`src/rtl/mul_wb.sv`:
```
// Multiplier writeback stage: queues {low, high, rd, hi_en} products and drains them to the regfile port.
// Build option MUL_WB_SAT_EN: saturate the low-only write to all-ones when the high word is nonzero.
module mul_wb #(
    parameter int N     = 16,
    parameter int DEPTH = 4,
    parameter int RADDR = 4
) (
    input  logic                    clk,
    input  logic                    rst_n,
    input  logic                    flush,
    input  logic                    in_valid,
    output logic                    in_ready,
    input  logic [N-1:0]            mul_rd,
    input  logic [N-1:0]            m_co,
    input  logic [RADDR-1:0]        rd_addr,
    input  logic                    hi_en,
    output logic                    wb_valid,
    input  logic                    wb_ready,
    output logic [RADDR-1:0]        wb_addr,
    output logic [N-1:0]            wb_data,
    output logic                    wb_ovf,
    output logic [$clog2(DEPTH):0]  count
);

    localparam int AW = $clog2(DEPTH);
    localparam int CW = AW + 1;

    // state | meaning
    // IDLE  | nothing presented, waiting for a queued entry
    // WR_LO | presenting low word of head entry to rd
    // WR_HI | presenting high word of head entry to rd+1
    typedef enum logic [1:0] {IDLE, WR_LO, WR_HI} state_t;

    logic [N-1:0]     mem_lo   [DEPTH];
    logic [N-1:0]     mem_hi   [DEPTH];
    logic [RADDR-1:0] mem_addr [DEPTH];
    logic             mem_hien [DEPTH];

    logic [AW-1:0]    wr_ptr, rd_ptr, ld_idx;
    state_t           state, state_nx;
    logic             push, pop, full;
    logic             valid_nx, ovf_nx, ld_ovf;
    logic [RADDR-1:0] addr_nx;
    logic [N-1:0]     data_nx, ld_data;

    assign full     = (count == CW'(DEPTH));
    assign in_ready = !full && !flush;
    assign push     = in_valid && in_ready;

    always_ff @(posedge clk) begin
        if (push) begin
            mem_lo[wr_ptr]   <= mul_rd;
            mem_hi[wr_ptr]   <= m_co;
            mem_addr[wr_ptr] <= rd_addr;
            mem_hien[wr_ptr] <= hi_en;
        end
    end

    // From IDLE the head itself is loaded; from a pop the entry behind the head becomes the new head.
    assign ld_idx = (state == IDLE) ? rd_ptr : rd_ptr + AW'(1);

    always_comb begin
        ld_ovf  = (mem_hi[ld_idx] != '0);
        ld_data = mem_lo[ld_idx];
`ifdef MUL_WB_SAT_EN
        if (!mem_hien[ld_idx] && ld_ovf)
            ld_data = '1;
`endif
    end

    always_comb begin
        state_nx = state;
        valid_nx = wb_valid;
        addr_nx  = wb_addr;
        data_nx  = wb_data;
        ovf_nx   = wb_ovf;
        pop      = 1'b0;
        case (state)
            IDLE: begin
                if (count != '0) begin
                    state_nx = WR_LO;
                    valid_nx = 1'b1;
                    addr_nx  = mem_addr[ld_idx];
                    data_nx  = ld_data;
                    ovf_nx   = ld_ovf;
                end
            end
            WR_LO, WR_HI: begin
                if (wb_ready) begin
                    if (state == WR_LO && mem_hien[rd_ptr]) begin
                        state_nx = WR_HI;
                        addr_nx  = mem_addr[rd_ptr] + RADDR'(1);
                        data_nx  = mem_hi[rd_ptr];
                        ovf_nx   = 1'b0;
                    end else begin
                        pop = 1'b1;
                        if (count > CW'(1)) begin
                            state_nx = WR_LO;
                            valid_nx = 1'b1;
                            addr_nx  = mem_addr[ld_idx];
                            data_nx  = ld_data;
                            ovf_nx   = ld_ovf;
                        end else begin
                            state_nx = IDLE;
                            valid_nx = 1'b0;
                            ovf_nx   = 1'b0;
                        end
                    end
                end
            end
            default: begin
                state_nx = IDLE;
                valid_nx = 1'b0;
            end
        endcase
        if (flush) begin
            state_nx = IDLE;
            valid_nx = 1'b0;
            ovf_nx   = 1'b0;
            pop      = 1'b0;
        end
    end

    always_ff @(posedge clk or negedge rst_n) begin
        if (!rst_n) begin
            state    <= IDLE;
            wb_valid <= 1'b0;
            wb_addr  <= '0;
            wb_data  <= '0;
            wb_ovf   <= 1'b0;
            wr_ptr   <= '0;
            rd_ptr   <= '0;
            count    <= '0;
        end else begin
            state    <= state_nx;
            wb_valid <= valid_nx;
            wb_addr  <= addr_nx;
            wb_data  <= data_nx;
            wb_ovf   <= ovf_nx;
            if (flush) begin
                wr_ptr <= '0;
                rd_ptr <= '0;
                count  <= '0;
            end else begin
                if (push)
                    wr_ptr <= wr_ptr + AW'(1);
                if (pop)
                    rd_ptr <= rd_ptr + AW'(1);
                count <= count + CW'(push) - CW'(pop);
            end
        end
    end

endmodule
```
`config.mk`:
```
export PLATFORM = sky130hd
export DESIGN_NAME = mul_wb
export DESIGN_NICKNAME = d
export VERILOG_FILES = /design/src/rtl/mul_wb.sv
export SDC_FILE = /design/constraint.sdc
export NUM_CORES = 1
export LEC_CHECK = 0
export ABC_AREA = 0
export BUFFER_PORTS_ARGS = -buffer_cell sky130_fd_sc_hd__buf_4
export CAP_MARGIN = 20
export CELL_PAD_IN_SITES_DETAIL_PLACEMENT = 1
export CELL_PAD_IN_SITES_GLOBAL_PLACEMENT = 1
export CORE_AREA = 2 2 125 127
export DETAILED_ROUTE_END_ITERATION = 10
export DIE_AREA = 0 0 127 129
export GPL_TIMING_DRIVEN = 0
export PLACE_DENSITY_LB_ADDON = 0.1
export SLEW_MARGIN = 15
export SYNTH_ARGS = -nofsm -noshare
export SYNTH_HDL_FRONTEND = slang
export SYNTH_SLANG_ARGS = --single-unit
export TNS_END_PERCENT = 50
```
`constraint.sdc`:
```
create_clock -name clk -period 4.5 [get_ports clk]
set_input_delay 0.9 -clock clk [delete_from_list [all_inputs] [get_ports clk]]
set_output_delay 0.9 -clock clk [all_outputs]
set_load 0.01 [all_outputs]
```
Yosys cells after proc, flatten, opt, wreduce, memory -nomap -nowiden --
Memories as Yosys holds them, arrays and structs flattened. Cells that the tools add are included.
Operators by class: equal/unequal tests 9, order comparisons 1, add/subtract/negate cells 5, multiplexer cells 40, reductions and logical operators 17
Operators by type and width (count):
- $mux 16 | 4
- $pmux 16 s2 | 1
- $mux 2 | 9
- $mux 1 | 17
- $mux 4 | 4
- $reduce_bool 16->1 | 1
- $ne 3x3->1 const B | 3
- $pmux 4 s2 | 1
- $reduce_and 3->1 | 2
- $reduce_bool 2->1 | 3
- $reduce_bool 3->1 | 2
- $add 2x1->2 const B | 2
- $add 4x1->4 const B | 1
- $pmux 1 s2 | 2
- $pmux 2 s2 | 1
- $reduce_and 4->1 | 1
- $add 3x1->3 | 1
- $eq 3x3->1 const B | 1
- $gt 3x1->1 const B | 1
- $logic_and 1x1->1 | 3
- $mux 3 | 1
- $ne 3x2->1 const B | 1
- $sub 3x1->3 | 1
- $eq 2x1->1 const B | 1
- other kinds (7) | 8
Storage, ports and cells: word-level logic and storage cells 84, RAM bits 148, memories 4, bits of input ports 42, output and inout bits 26, bits in registers 31
Memories:
- mem_hi | depth 4, bits a word 16, rd ports 2, clocked after memory_dff 0, write ports 1, line 35 | logic [N-1:0] mem_hi [DEPTH];
- mem_lo | depth 4, bits a word 16, rd ports 1, clocked after memory_dff 0, write ports 1, line 34 | logic [N-1:0] mem_lo [DEPTH];
- mem_addr | depth 4, bits a word 4, rd ports 2, clocked after memory_dff 0, write ports 1, line 36 | logic [RADDR-1:0] mem_addr [DEPTH];
- mem_hien | depth 4, bits a word 1, rd ports 1, clocked after memory_dff 0, write ports 1, line 37 | logic mem_hien [DEPTH];

Logic depth before layout (Yosys ltp) --
Gate-level depths: netlist (run 1). An unclocked memory read counts as a cell.
depth in word-level cells 9, gate-level depth with buffers 12, gate-level depth less buffers 12

Least setup slack after synthesis (run 1) --
OpenSTA, ideal clock, no wires.
path type in2reg, start in flush, end reg count[2], setup slack 1.832 ns, path buffers 0, arrival 2.536 ns, library setup time 0.132 ns, data required time 4.368 ns, stages 10, path through a21oi_1 -> and2_1 -> inv_1 -> ha_1 -> inv_1 -> ha_1 -> inv_1 -> fa_1 -> xnor2_1 -> nor2_1
Between the ends: cells in the longest elaborated chain, start to end 6
RTL lines:
- start, declared | line 10 | input logic flush,
- $logic_not 1->1 | line 47 | assign in_ready = !full && !flush;
- $logic_and 1x1->1 | line 47
- $logic_and 1x1->1 | line 48 | assign push = in_valid && in_ready;
- $add 3x1->3 | line 149 | count <= count + CW'(push) - CW'(pop);
- $sub 3x1->3 | line 149
- $mux 3 * | line 140 | if (flush) begin
- end signal, assigned | line 149
- end, declared | line 22 | output logic [$clog2(DEPTH):0] count
Every way passes the cells marked *; elsewhere a longest branch is shown, timed or not. A chain may end at the register's enable or synchronous reset.

Final worst setup path (run 1) --
start reg rd_ptr[0], end reg count[2]
Between the ends: cells in the longest elaborated chain, start to end 8
RTL lines:
- start, declared | line 39 | logic [AW-1:0] wr_ptr, rd_ptr, ld_idx;
- start signal, assigned | line 148 | rd_ptr <= rd_ptr + AW'(1);
- $mem_v2 4x1
- $logic_and 1x1->1 | line 90 | if (state == WR_LO && mem_hien[rd_ptr]) begin
- $mux 1 | line 90
- $mux 1 | line 89 | if (wb_ready) begin
- $mux 1 | line 78 | case (state)
- $mux 1 | line 116 | if (flush) begin
- $sub 3x1->3 | line 149
- $mux 3 | line 140
Every way passes these cells.

==> key figures, run 1 <==
Die
  – Starting density of the core: 49.1%
  – Number of top-level pins: 68
  – Total core area: ~15000 sq um
  – Total die area: 16400 sq um
  – Vertical die dimension: roughly 130 um
  – Die boundary width: between 100 and 150 um
  – Number of standard-cell rows in the floorplan: between 40 and 50

STA
  – # setup viols final: 0
  – RSZ-0062 raised after global routing: no
  – Setup TNS: 0 ns
  – Hold slack: ~0.42 ns
  – Worst-case headroom to the max-slew limit: 52.7%
  – Crit path setup slack, layout: 1.80 ns
  – Part of the cycle the worst path needs: approximately 60%
  – Final critical-path required period: 2.70 ns
  – Achievable Freq: approximately 370 MHz
  – Max-slew violation count: 0
  – Number of endpoints with negative hold slack in the final report: 0
  – Worst slew pin tran: 0.691 ns
  – Maximum clock skew at final layout: approximately 0.017 ns

Finish
  – Finished Cell Area: 8750 sq um
  – Ratio of cells with drive above 1 in the final layout: 32.5%
  – Antenna diodes: 0
  – Number of nets in the final layout: ~550
  – Multi-input logic area: between 1500 and 2000 sq um
  – Layout Area Growth over Synthesis: 19.0%
  – Utilization after layout: between 50 and 60%
  – Number of inserted filler cells in the final layout: 1335
  – Cell Count, Final, Fillers Out: approximately 700
  – Area used by sequential logic in the layout: 5220 sq um

Setup path
  – Critical path fanouts, max: 8
  – Critical path class: reg2reg
  – WP data arrival: 3.00 ns
  – Critical Path Start Type: flip-flop
  – Required arrival time at the worst endpoint: between 4 and 5 ns
  – Worst Setup End Kind: flip-flop

Synth
  – Count of unique library cells instantiated by Yosys: 39
  – Number of synthesis warnings: 0
  – Number of nets in the synthesized netlist: 462
  – Post-synth EDFFs: around 150
  – Top post-synthesis cells by area: sky130_fd_sc_hd__edfxtp_1 (60%), sky130_fd_sc_hd__mux4_2 (13%), sky130_fd_sc_hd__dfrtp_1 (11%)
  – Synthesized flop and latch total: around 180
  – Post-synth top area share: 60.4%
  – Ys async rst share: 17.3%
  – Area leader, netlist: sky130_fd_sc_hd__edfxtp_1
  – Most frequent cell after synthesis: sky130_fd_sc_hd__edfxtp_1
  – Cell area after technology mapping: approximately 7400 sq um
  – Cells after synthesis: 407
  – Synthesized area per cell: around 18 sq um
  – Main flop type after synthesis: sky130_fd_sc_hd__edfxtp_1
  – Share of synthesized area occupied by flip-flops and latches: 71.0%
  – Commonest cells post-synth: sky130_fd_sc_hd__edfxtp_1 (148), sky130_fd_sc_hd__mux4_2 (41), sky130_fd_sc_hd__dfrtp_1 (31)

Clock network
  – Cts hold-fix bufs: 0
  – Number of sinks handled by clock tree synthesis: between 150 and 200
  – Clock buffer count from CTS: 17
  – Clock root buffer: sky130_fd_sc_hd__clkbuf_16
  – Post CTS Setup Buffer Count: 0
  – Maximum level of the CTS H-tree: 4
  – Clock tree from TritonCTS: yes
  – Source-to-sink clock delay at the later pin of the worst-skew pair: between 0.4 and 0.5 ns
  – Number of gates resized after CTS: 0
  – Largest buffer count on any clock path: 2
  – Clock transition time at the flip-flop clock pins of the worst setup and hold paths: 0.07 ns

Power and ir drop
  – Maximum VDD drop: 331 uV
  – Leak pwr: 3.10 nW
  – Pwr dens: 562 nW/um^2
  – Post-layout power: approximately 5 mW

Detailed routing
  – Total vias in the final route: 4003
  – Routed length per placed instance: roughly 23 um
  – Iteration count of the initial detailed-routing pass: 6
  – Violation count after the first detailed-route iteration: 235
  – Remaining number of nets flagged by the antenna check after routing: 0
  – Routed wire length: about 16000 um
  – Drt via density: between 5 and 6
  – Final routed DRC violation total: 0

Worst hold path
  – HP Class: in2async

Global routing
  – Pin count of the biggest net entering global routing: 32
  – Global route overflow: 0
  – Number of antenna violations at the first check in global routing: 0
  – Total Routing Usage GR: 21.9%
  – First-pass GRT wire length: 25700 um
  – Via count of the first global-routing pass: 4423

Place
  – Total cell area at the placement stage: 8180 sq um
  – Placed Cells: ~670
  – Port buffer count: 67
  – Placed wire-length estimate: 11400 um
  – Pre-CTS worst setup slack: 1.54 ns
  – Routability congestion estimate: 0.763

Status
  – Result of the run: completed

Run
  – Max-cap check violation count: 0
cell families (layout without fill, tap and decap cells):
| logic type | count (synthesis) | count (layout) | synth area share [%] |
|---|---|---|---|
| simple gates | 79 | 79 | 5.29 |
| buf+inv | 29 | 132 | 2.06 |
| xor+xnor | 8 | 8 | 1.21 |
| flops | 179 | 179 | 71.0 |
| fa+ha+maj | 13 | 13 | 2.31 |
| mux | 58 | 58 | 14.9 |
| compound gates | 41 | 41 | 3.32 |
flip-flops by register name, indices dropped and copies added, names as in the netlist, 3 cells and up:
register,count
wb_addr,4
wb_data,16
mem_hien,4
mem_hi,64
mem_addr,16
count,3
mem_lo,64
cells in the final DEF, fill, tap and decap left out, types with 4 or more instances in the layout:
master                        n
sky130_fd_sc_hd__buf_12       4
sky130_fd_sc_hd__nand3_1      5
sky130_fd_sc_hd__xor2_1       4
sky130_fd_sc_hd__inv_1       10
sky130_fd_sc_hd__and3_2       4
sky130_fd_sc_hd__nand2_1     27
sky130_fd_sc_hd__mux2i_1     17
sky130_fd_sc_hd__o21ai_0     24
sky130_fd_sc_hd__buf_2        8
sky130_fd_sc_hd__nor4_1      14
sky130_fd_sc_hd__ha_1        12
sky130_fd_sc_hd__a21oi_1      7
sky130_fd_sc_hd__mux4_2      41
sky130_fd_sc_hd__clkinv_2     4
sky130_fd_sc_hd__dfrtp_1     31
sky130_fd_sc_hd__clkbuf_1     4
sky130_fd_sc_hd__clkbuf_16   18
sky130_fd_sc_hd__buf_4       71
sky130_fd_sc_hd__nand4_1      5
sky130_fd_sc_hd__nor2_1      14
sky130_fd_sc_hd__edfxtp_1   148
routing by layer:
| metal | GRT usage, % | wire [um] | part of all wire [%] |
|---|---|---|---|
| met1 | 28.2 | 6980 | 43 |
| met2 | 36.7 | 8390 | 51 |
| met3 | 5.03 | 782 | 4.8 |
| met4 | 8.53 | 176 | 1.1 |
| met5 | 0 | 0 | 0 |
area by class of cell:
| type | instances | area share [%] |
|---|---|---|
| timing repair buffer | 71 | 6.66 |
| clock inverter | 11 | 1.14 |
| buffer | 19 | 1.30 |
| inverter | 10 | 0.429 |
| tap | 188 | 2.69 |
| multi-input combinational | 199 | 22.7 |
| clock buffer | 21 | 5.39 |
| sequential | 179 | 59.6 |
final timing paths:
| check | start | to | slack [ns] | depth (start not counted) |
|---|---|---|---|---|
| worst max-delay path | rd_ptr[0]$_DFFE_PN0P_ | count[2]$_DFF_PN0_ | 1.80 | 12 |
| worst min-delay path | rst_n | wb_data[3]$_DFFE_PN0P_ | 0.42 | 1 |
| worst max register to register | rd_ptr[0]$_DFFE_PN0P_ | count[2]$_DFF_PN0_ | 1.80 | 12 |
| worst min register to register | wb_data[10]$_DFFE_PN0P_ | wb_data[10]$_DFFE_PN0P_ | 0.49 | 2 |
| max in group asynchronous | rst_n | rd_ptr[1]$_DFFE_PN0P_ | 3.73 | 1 |
| min in group clk | wb_data[10]$_DFFE_PN0P_ | wb_data[10]$_DFFE_PN0P_ | 0.49 | 2 |
critical path, cell delays in order (launching register included):
cell and delay (ns):
sky130_fd_sc_hd__dfrtp_1 0.34, sky130_fd_sc_hd__buf_6 0.17, sky130_fd_sc_hd__mux4_2 0.56, sky130_fd_sc_hd__nand2_1 0.15, sky130_fd_sc_hd__nand3_1 0.15, sky130_fd_sc_hd__nor2_1 0.15
sky130_fd_sc_hd__ha_1 0.24, sky130_fd_sc_hd__inv_1 0.06, sky130_fd_sc_hd__ha_1 0.13, sky130_fd_sc_hd__inv_1 0.04, sky130_fd_sc_hd__fa_1 0.38, sky130_fd_sc_hd__xnor2_1 0.16
sky130_fd_sc_hd__nor2_1 0.05
power by group:
| group | total, mW | internal, mW | switching, mW |
|---|---|---|---|
| sequential | 2.13 | 2.02 | 0.109 |
| combinational | 1.37 | 0.622 | 0.750 |
| clock | 1.42 | 0.811 | 0.613 |
| total | 4.92 | 3.45 | 1.47 |
Power figures use the tool's default switching activity.
==> run 2: changes to the inputs <==
==> constraint.sdc (replaced) <==
create_clock -name clk -period 2.6 [get_ports clk]
set_input_delay 0.52 -clock clk [delete_from_list [all_inputs] [get_ports clk]]
set_output_delay 0.52 -clock clk [all_outputs]
set_load 0.01 [all_outputs]
==> key figures, run 2 (same netlist as run 1, synthesis figures left out) <==
STA
  – Max-slew violation count: 0
  – Worst slew pin tran: 0.626 ns
  – Crit path setup slack, layout: 0.120 ns
  – Number of endpoints with negative hold slack in the final report: 0
  – Setup TNS: 0 ns
  – Final critical-path required period: 2.48 ns
  – # setup viols final: 0
  – Worst-case headroom to the max-slew limit: about 58%
  – Hold slack: 0.0430 ns
  – Maximum clock skew at final layout: 0.0151 ns
  – RSZ-0062 raised after global routing: no
  – Part of the cycle the worst path needs: a little over nine tenths
  – Achievable Freq: 403 MHz

Global routing
  – Pin count of the biggest net entering global routing: 32
  – First-pass GRT wire length: 25800 um
  – Total Routing Usage GR: 21.9%
  – Met3 Resource Use GR: between 4 and 5%
  – Via count of the first global-routing pass: ~4400
  – Global route overflow: 0
  – Number of antenna violations at the first check in global routing: 0
  – Most Crowded Layer GR: met2
  – Met1 GRT Util: 28.3%
  – Met2 routing resource usage after global routing: 37.0%

Setup path
  – Cells traversed along the worst timing path: buf_6 -> mux4_2 -> nand2_4 -> nand3_2 -> nor2_2 -> ha_1 -> inv_1 -> ha_1 -> inv_1 -> fa_2 -> xnor2_1 -> nor2_1
  – Critical Path Start Type: flip-flop
  – Slowest cell on the critical path: sky130_fd_sc_hd__mux4_2
  – Crit-path max cell delay: 0.55 ns
  – Critical path class: reg2reg
  – WP data arrival: 2.78 ns
  – Depth of the worst register-to-register path: 12
  – Worst Setup End Kind: flip-flop
  – Startpoint of the worst register-to-register path: rd_ptr[0]$_DFFE_PN0P_
  – Critical path fanouts, max: 2
  – Worst R2R End: count[2]$_DFF_PN0_
  – Required arrival time at the worst endpoint: a little under 3 ns
  – Worst reg2reg setup slack: 0.12 ns

Worst hold path
  – HP Class: in2async

Detailed routing
  – Routed length per placed instance: 23.6 um
  – Total vias in the final route: 4064
  – Drt via density: 5.79
  – Remaining number of nets flagged by the antenna check after routing: 0
  – Routed wire length: 16600 um
  – Iteration count of the initial detailed-routing pass: 4
  – Final routed DRC violation total: 0
  – Violation count after the first detailed-route iteration: 239

Clock network
  – Cts hold-fix bufs: 0
  – Largest buffer count on any clock path: 2
  – Clock tree from TritonCTS: yes
  – Clock transition time at the flip-flop clock pins of the worst setup and hold paths: 0.07 ns
  – Source-to-sink clock delay at the later pin of the worst-skew pair: 0.43 ns
  – Clock root buffer: sky130_fd_sc_hd__clkbuf_16
  – Number of sinks handled by clock tree synthesis: 179
  – Clock buffer count from CTS: 17
  – Maximum level of the CTS H-tree: 4

Place
  – Placed Cells: 666
  – Placed wire-length estimate: 11400 um
  – Pre-CTS worst setup slack: -0.123 ns
  – Total cell area at the placement stage: slightly above 8000 sq um
  – Port buffer count: 67
  – Routability congestion estimate: 0.763

Finish
  – Ratio of cells with drive above 1 in the final layout: 34.6%
  – Commonest cells after routing, fill and taps aside: sky130_fd_sc_hd__edfxtp_1 (148), sky130_fd_sc_hd__buf_4 (76), sky130_fd_sc_hd__mux4_2 (41), sky130_fd_sc_hd__dfrtp_1 (31), sky130_fd_sc_hd__nand2_1 (26)
  – Layout Area Growth over Synthesis: 20.0%
  – Largest registers ranked by flip-flop count: mem_hi: 64 flops, mem_lo: 64 flops
  – Number of nets in the final layout: 556
  – Finished Cell Area: 8830 sq um
  – Commonest non-fill, non-tap cell in the layout: sky130_fd_sc_hd__edfxtp_1
  – Antenna diodes: 0
  – Cell Count, Final, Fillers Out: 702
  – Utilization after layout: 59.0%

Die
  – Total core area: 15000 sq um
  – Die boundary width: 127 um
  – Number of top-level pins: 68
  – Number of standard-cell rows in the floorplan: 45
  – Starting density of the core: 49.1%
  – Vertical die dimension: 129 um
  – Total die area: around 16000 sq um

Power and ir drop
  – Leak pwr: 3.13 nW
  – Post-layout power: 8.61 mW
  – Pwr dens: about 980 nW/um^2
  – Maximum VDD drop: 572 uV

Status
  – Result of the run: completed

Run
  – Max-cap check violation count: 0
==> run 2: cell types whose count changed in the layout (fill, tap and decap cells not counted), sizes merged <==
cell,change
buf,+4
==> run 2: worst max path at each step <==
stage | start | to | slack, ns | depth (start not counted)
6_report | rd_ptr[0]$_DFFE_PN0P_ | count[2]$_DFF_PN0_ | 0.12 | 12
3_3_place_gp | flush | mem_lo[0][3]$_DFFE_PP_ | -0.64 | 3
3_5_place_dp | rd_ptr[0]$_DFFE_PN0P_ | count[2]$_DFF_PN0_ | -0.12 | 12
4_1_cts | state[0]$_DFFE_PN0P_ | wb_data[7]$_DFFE_PN0P_ | 0.007 | 8
5_1_grt | rd_ptr[0]$_DFFE_PN0P_ | count[2]$_DFF_PN0_ | 0.0009 | 12
2_1_floorplan | rd_ptr[0]$_DFFE_PN0P_ | count[2]$_DFF_PN0_ | 0.15 | 12
==> run 2: area by class of cell <==
class / instances / area [sq um]
repair buffers: 76 / 621
multi-input cells: 199 / 2030
flip-flops and latches: 179 / 5220
inverters: 10 / 37.5
fillers: 1328 / 6150
well taps: 188 / 235
clock buffers: 21 / 472
plain buffers: 18 / 119
clock inverters: 11 / 100
==> run 2: repair_timing <==
action / 4_1_cts / 5_1_grt
pin swaps: 0 / 4
endpoints found under the hold margin: 0 / 0
resized for setup: 3 / 9
endpoints found under the setup margin: 4 / 16
setup buffers: 2 / 3
==> run 2: metal layers <==
metal	wire length [um]	share of wire, %
met1	7040	42
met2	8690	52
met3	721	4.4
met4	116	0.70
met5	0	0
==> run 2: report_power, final <==
part           internal [mW]  switching [mW]  total (mW)
Clock                   1.40            1.06        2.47
Combinational           1.13            1.33        2.46
Sequential              3.49           0.192        3.68
Total                   6.02            2.59        8.61
==> run 2: worst max-delay path: cells and delay by family, from the launching register on <==
kind	cells	cell delay (ns)
AND/OR/NAND/NOR	4	0.39
buffers and inverters	3	0.21
XOR/XNOR	1	0.18
adder cells (fa/ha/maj)	3	0.69
flip-flops	1	0.34
multiplexers	1	0.55
==> run 3: changes to the inputs <==
--- a/config.mk
+++ b/config.mk
@@ -8,7 +8,7 @@
 export ABC_AREA = 0
 export BUFFER_PORTS_ARGS = -buffer_cell sky130_fd_sc_hd__buf_4
 export CAP_MARGIN = 20
-export CELL_PAD_IN_SITES_DETAIL_PLACEMENT = 1
+export CELL_PAD_IN_SITES_DETAIL_PLACEMENT = 0
 export CELL_PAD_IN_SITES_GLOBAL_PLACEMENT = 1
 export CORE_AREA = 2 2 125 127
 export DETAILED_ROUTE_END_ITERATION = 10
==> key figures, run 3 (same netlist as run 1, synthesis figures left out) <==
STA
  – Achievable Freq: 401 MHz
  – Final critical-path required period: 2.50 ns
  – # setup viols final: 0
  – Max-slew violation count: 0
  – Worst slew pin tran: 0.639 ns
  – Part of the cycle the worst path needs: a little over nine tenths
  – Worst-case headroom to the max-slew limit: 57.4%
  – Number of endpoints with negative hold slack in the final report: 0
  – Maximum clock skew at final layout: 0.00788 ns
  – RSZ-0062 raised after global routing: yes

Detailed routing
  – Met2 WL: 7760 um
  – Highest metal layer used by the detailed router: met4
  – Detailed-route wire length on metal 1: 6590 um
  – Total vias in the final route: a little under 4000
  – Routed length per placed instance: 22.0 um
  – Remaining number of nets flagged by the antenna check after routing: 0
  – Final routed DRC violation total: 0
  – Total met3 wirelength after detailed routing: 737 um
  – Violation count after the first detailed-route iteration: 276
  – Iteration count of the initial detailed-routing pass: 5
  – Drt via density: 5.70
  – Routed wire length: 15300 um

Worst hold path
  – HP Class: in2async

Clock network
  – Clock tree from TritonCTS: yes
  – Clock buffer count from CTS: 17
  – Maximum level of the CTS H-tree: 4
  – Largest buffer count on any clock path: 2
  – Clock root buffer: sky130_fd_sc_hd__clkbuf_16
  – Clock transition time at the flip-flop clock pins of the worst setup and hold paths: 0.06 ns
  – Number of sinks handled by clock tree synthesis: approximately 180
  – Source-to-sink clock delay at the later pin of the worst-skew pair: 0.42 ns

Setup path
  – Critical path fanouts, max: 4
  – Worst reg2reg setup slack: about 0.10 ns
  – WP data arrival: 2.78 ns
  – Depth of the worst register-to-register path: 11
  – Critical Path Start Type: flip-flop
  – Worst Setup End Kind: flip-flop
  – Critical path class: reg2reg
  – Required arrival time at the worst endpoint: 2.89 ns

Finish
  – Antenna diodes: 0
  – Finished Cell Area: 8730 sq um
  – Layout Area Growth over Synthesis: 18.7%
  – Commonest non-fill, non-tap cell in the layout: sky130_fd_sc_hd__edfxtp_1
  – Largest registers ranked by flip-flop count: mem_hi: 64 flops, mem_lo: 64 flops
  – Utilization after layout: 58.3%
  – Cell Count, Final, Fillers Out: 698
  – Ratio of cells with drive above 1 in the final layout: between 30% and 40%
  – Commonest cells after routing, fill and taps aside: sky130_fd_sc_hd__edfxtp_1 (148), sky130_fd_sc_hd__buf_4 (72), sky130_fd_sc_hd__mux4_2 (41), sky130_fd_sc_hd__dfrtp_1 (31), sky130_fd_sc_hd__nand2_1 (26)
  – Number of nets in the final layout: 553

Die
  – Number of top-level pins: between 60 and 70
  – Number of standard-cell rows in the floorplan: between 40 and 50
  – Total die area: 16400 sq um
  – Total core area: 15000 sq um
  – Die boundary width: between 100 and 150 um
  – Vertical die dimension: 129 um
  – Starting density of the core: 49.1%

Global routing
  – Pin count of the biggest net entering global routing: 32
  – Number of antenna violations at the first check in global routing: 0
  – Via count of the first global-routing pass: 4100
  – Total Routing Usage GR: 20.3%
  – First-pass GRT wire length: roughly 24000 um
  – Global route overflow: 0

Place
  – Placed wire-length estimate: 10300 um
  – Placed Cells: 666
  – Routability congestion estimate: approximately 0.76
  – Total cell area at the placement stage: between 8000 and 9000 sq um
  – Port buffer count: 67

Power and ir drop
  – Pwr dens: 944 nW/um^2
  – Post-layout power: 8.24 mW
  – Leak pwr: approximately 3.1 nW
  – Maximum VDD drop: between 500 and 600 uV

Run
  – Max-cap check violation count: 0

Status
  – Result of the run: completed
[run 3: changes by cell type in the layout (fill, tap and decap cells not counted)]
cell and delta:
sky130_fd_sc_hd__buf_2 +1, sky130_fd_sc_hd__clkbuf_8 -1, sky130_fd_sc_hd__inv_6 -1, sky130_fd_sc_hd__clkinv_4 -2, sky130_fd_sc_hd__buf_4 -4, sky130_fd_sc_hd__clkinvlp_4 +1, sky130_fd_sc_hd__clkbuf_16 -1, sky130_fd_sc_hd__clkinv_1 +4
sky130_fd_sc_hd__bufinv_16 -1
[run 3: area by class of cell]
type                    instances  area (sq um)
flip-flops and latches        179          5220
well taps                     188           235
plain buffers                  18           116
repair buffers                 73           598
clock buffers                  19           433
multi-input cells             199          2030
fillers                      1192          6240
clock inverters                12          66.3
inverters                      10          37.5
[run 3: timing repair]
action | 4_1_cts | 5_1_grt
resized for setup | 3 | 8
gates cloned | 0 | 0
buffers inserted | 2 | 0
setup endpoints to repair | 3 | 12
hold buffers | 0 | 0
pin swaps | 1 | 1
[run 3: layer usage]
layer | up-vias | GRT usage [%]
met5 | - | 0
met2 | 130 | 33.5
met3 | 18 | 4.57
met1 | 2038 | 26.5
li1 | 1793 | -
met4 | 0 | 8.27
[run 3: path summary, 6_finish.rpt]
| check | startpoint | endpoint |
|---|---|---|
| hold reg to reg | wb_data[2]$_DFFE_PN0P_ | wb_data[2]$_DFFE_PN0P_ |
| setup / recovery | rd_ptr[0]$_DFFE_PN0P_ | count[1]$_DFF_PN0_ |
| hold / removal | rst_n | wb_addr[1]$_DFFE_PN0P_ |
| min in group clk | mul_rd[14] | mem_lo[0][14]$_DFFE_PP_ |
| max in group asynchronous | rst_n | count[2]$_DFF_PN0_ |
| setup reg to reg | rd_ptr[0]$_DFFE_PN0P_ | count[1]$_DFF_PN0_ |
[run 3: critical path: stages (launching register included)]
cell	delay, ns
sky130_fd_sc_hd__dfrtp_1	0.34
sky130_fd_sc_hd__buf_6	0.10
sky130_fd_sc_hd__mux4_2	0.55
sky130_fd_sc_hd__nand2_4	0.12
sky130_fd_sc_hd__nand3_2	0.11
sky130_fd_sc_hd__nor2_2	0.12
sky130_fd_sc_hd__ha_1	0.24
sky130_fd_sc_hd__inv_1	0.05
sky130_fd_sc_hd__ha_1	0.13
sky130_fd_sc_hd__inv_1	0.05
sky130_fd_sc_hd__fa_2	0.51
sky130_fd_sc_hd__nor2_1	0.04
[run 3: metrics by stage]
step                setup slack, ns  setup TNS, ns  hold slack (ns)
floorplan                     0.154              0            0.224
global placement             -0.637         -87.73            0.467
detailed placement           -0.115         -0.187            0.474
CTS                          0.0107              0           0.0463
global route                -0.0232        -0.0391           0.0750
finish                        0.104              0           0.0458
[run 3: power by group]
part | switching [mW] | internal (mW) | total [mW]
Sequential | 0.184 | 3.49 | 3.67
Clock | 0.994 | 1.19 | 2.19
Combinational | 1.28 | 1.10 | 2.38
Total | 2.46 | 5.78 | 8.24
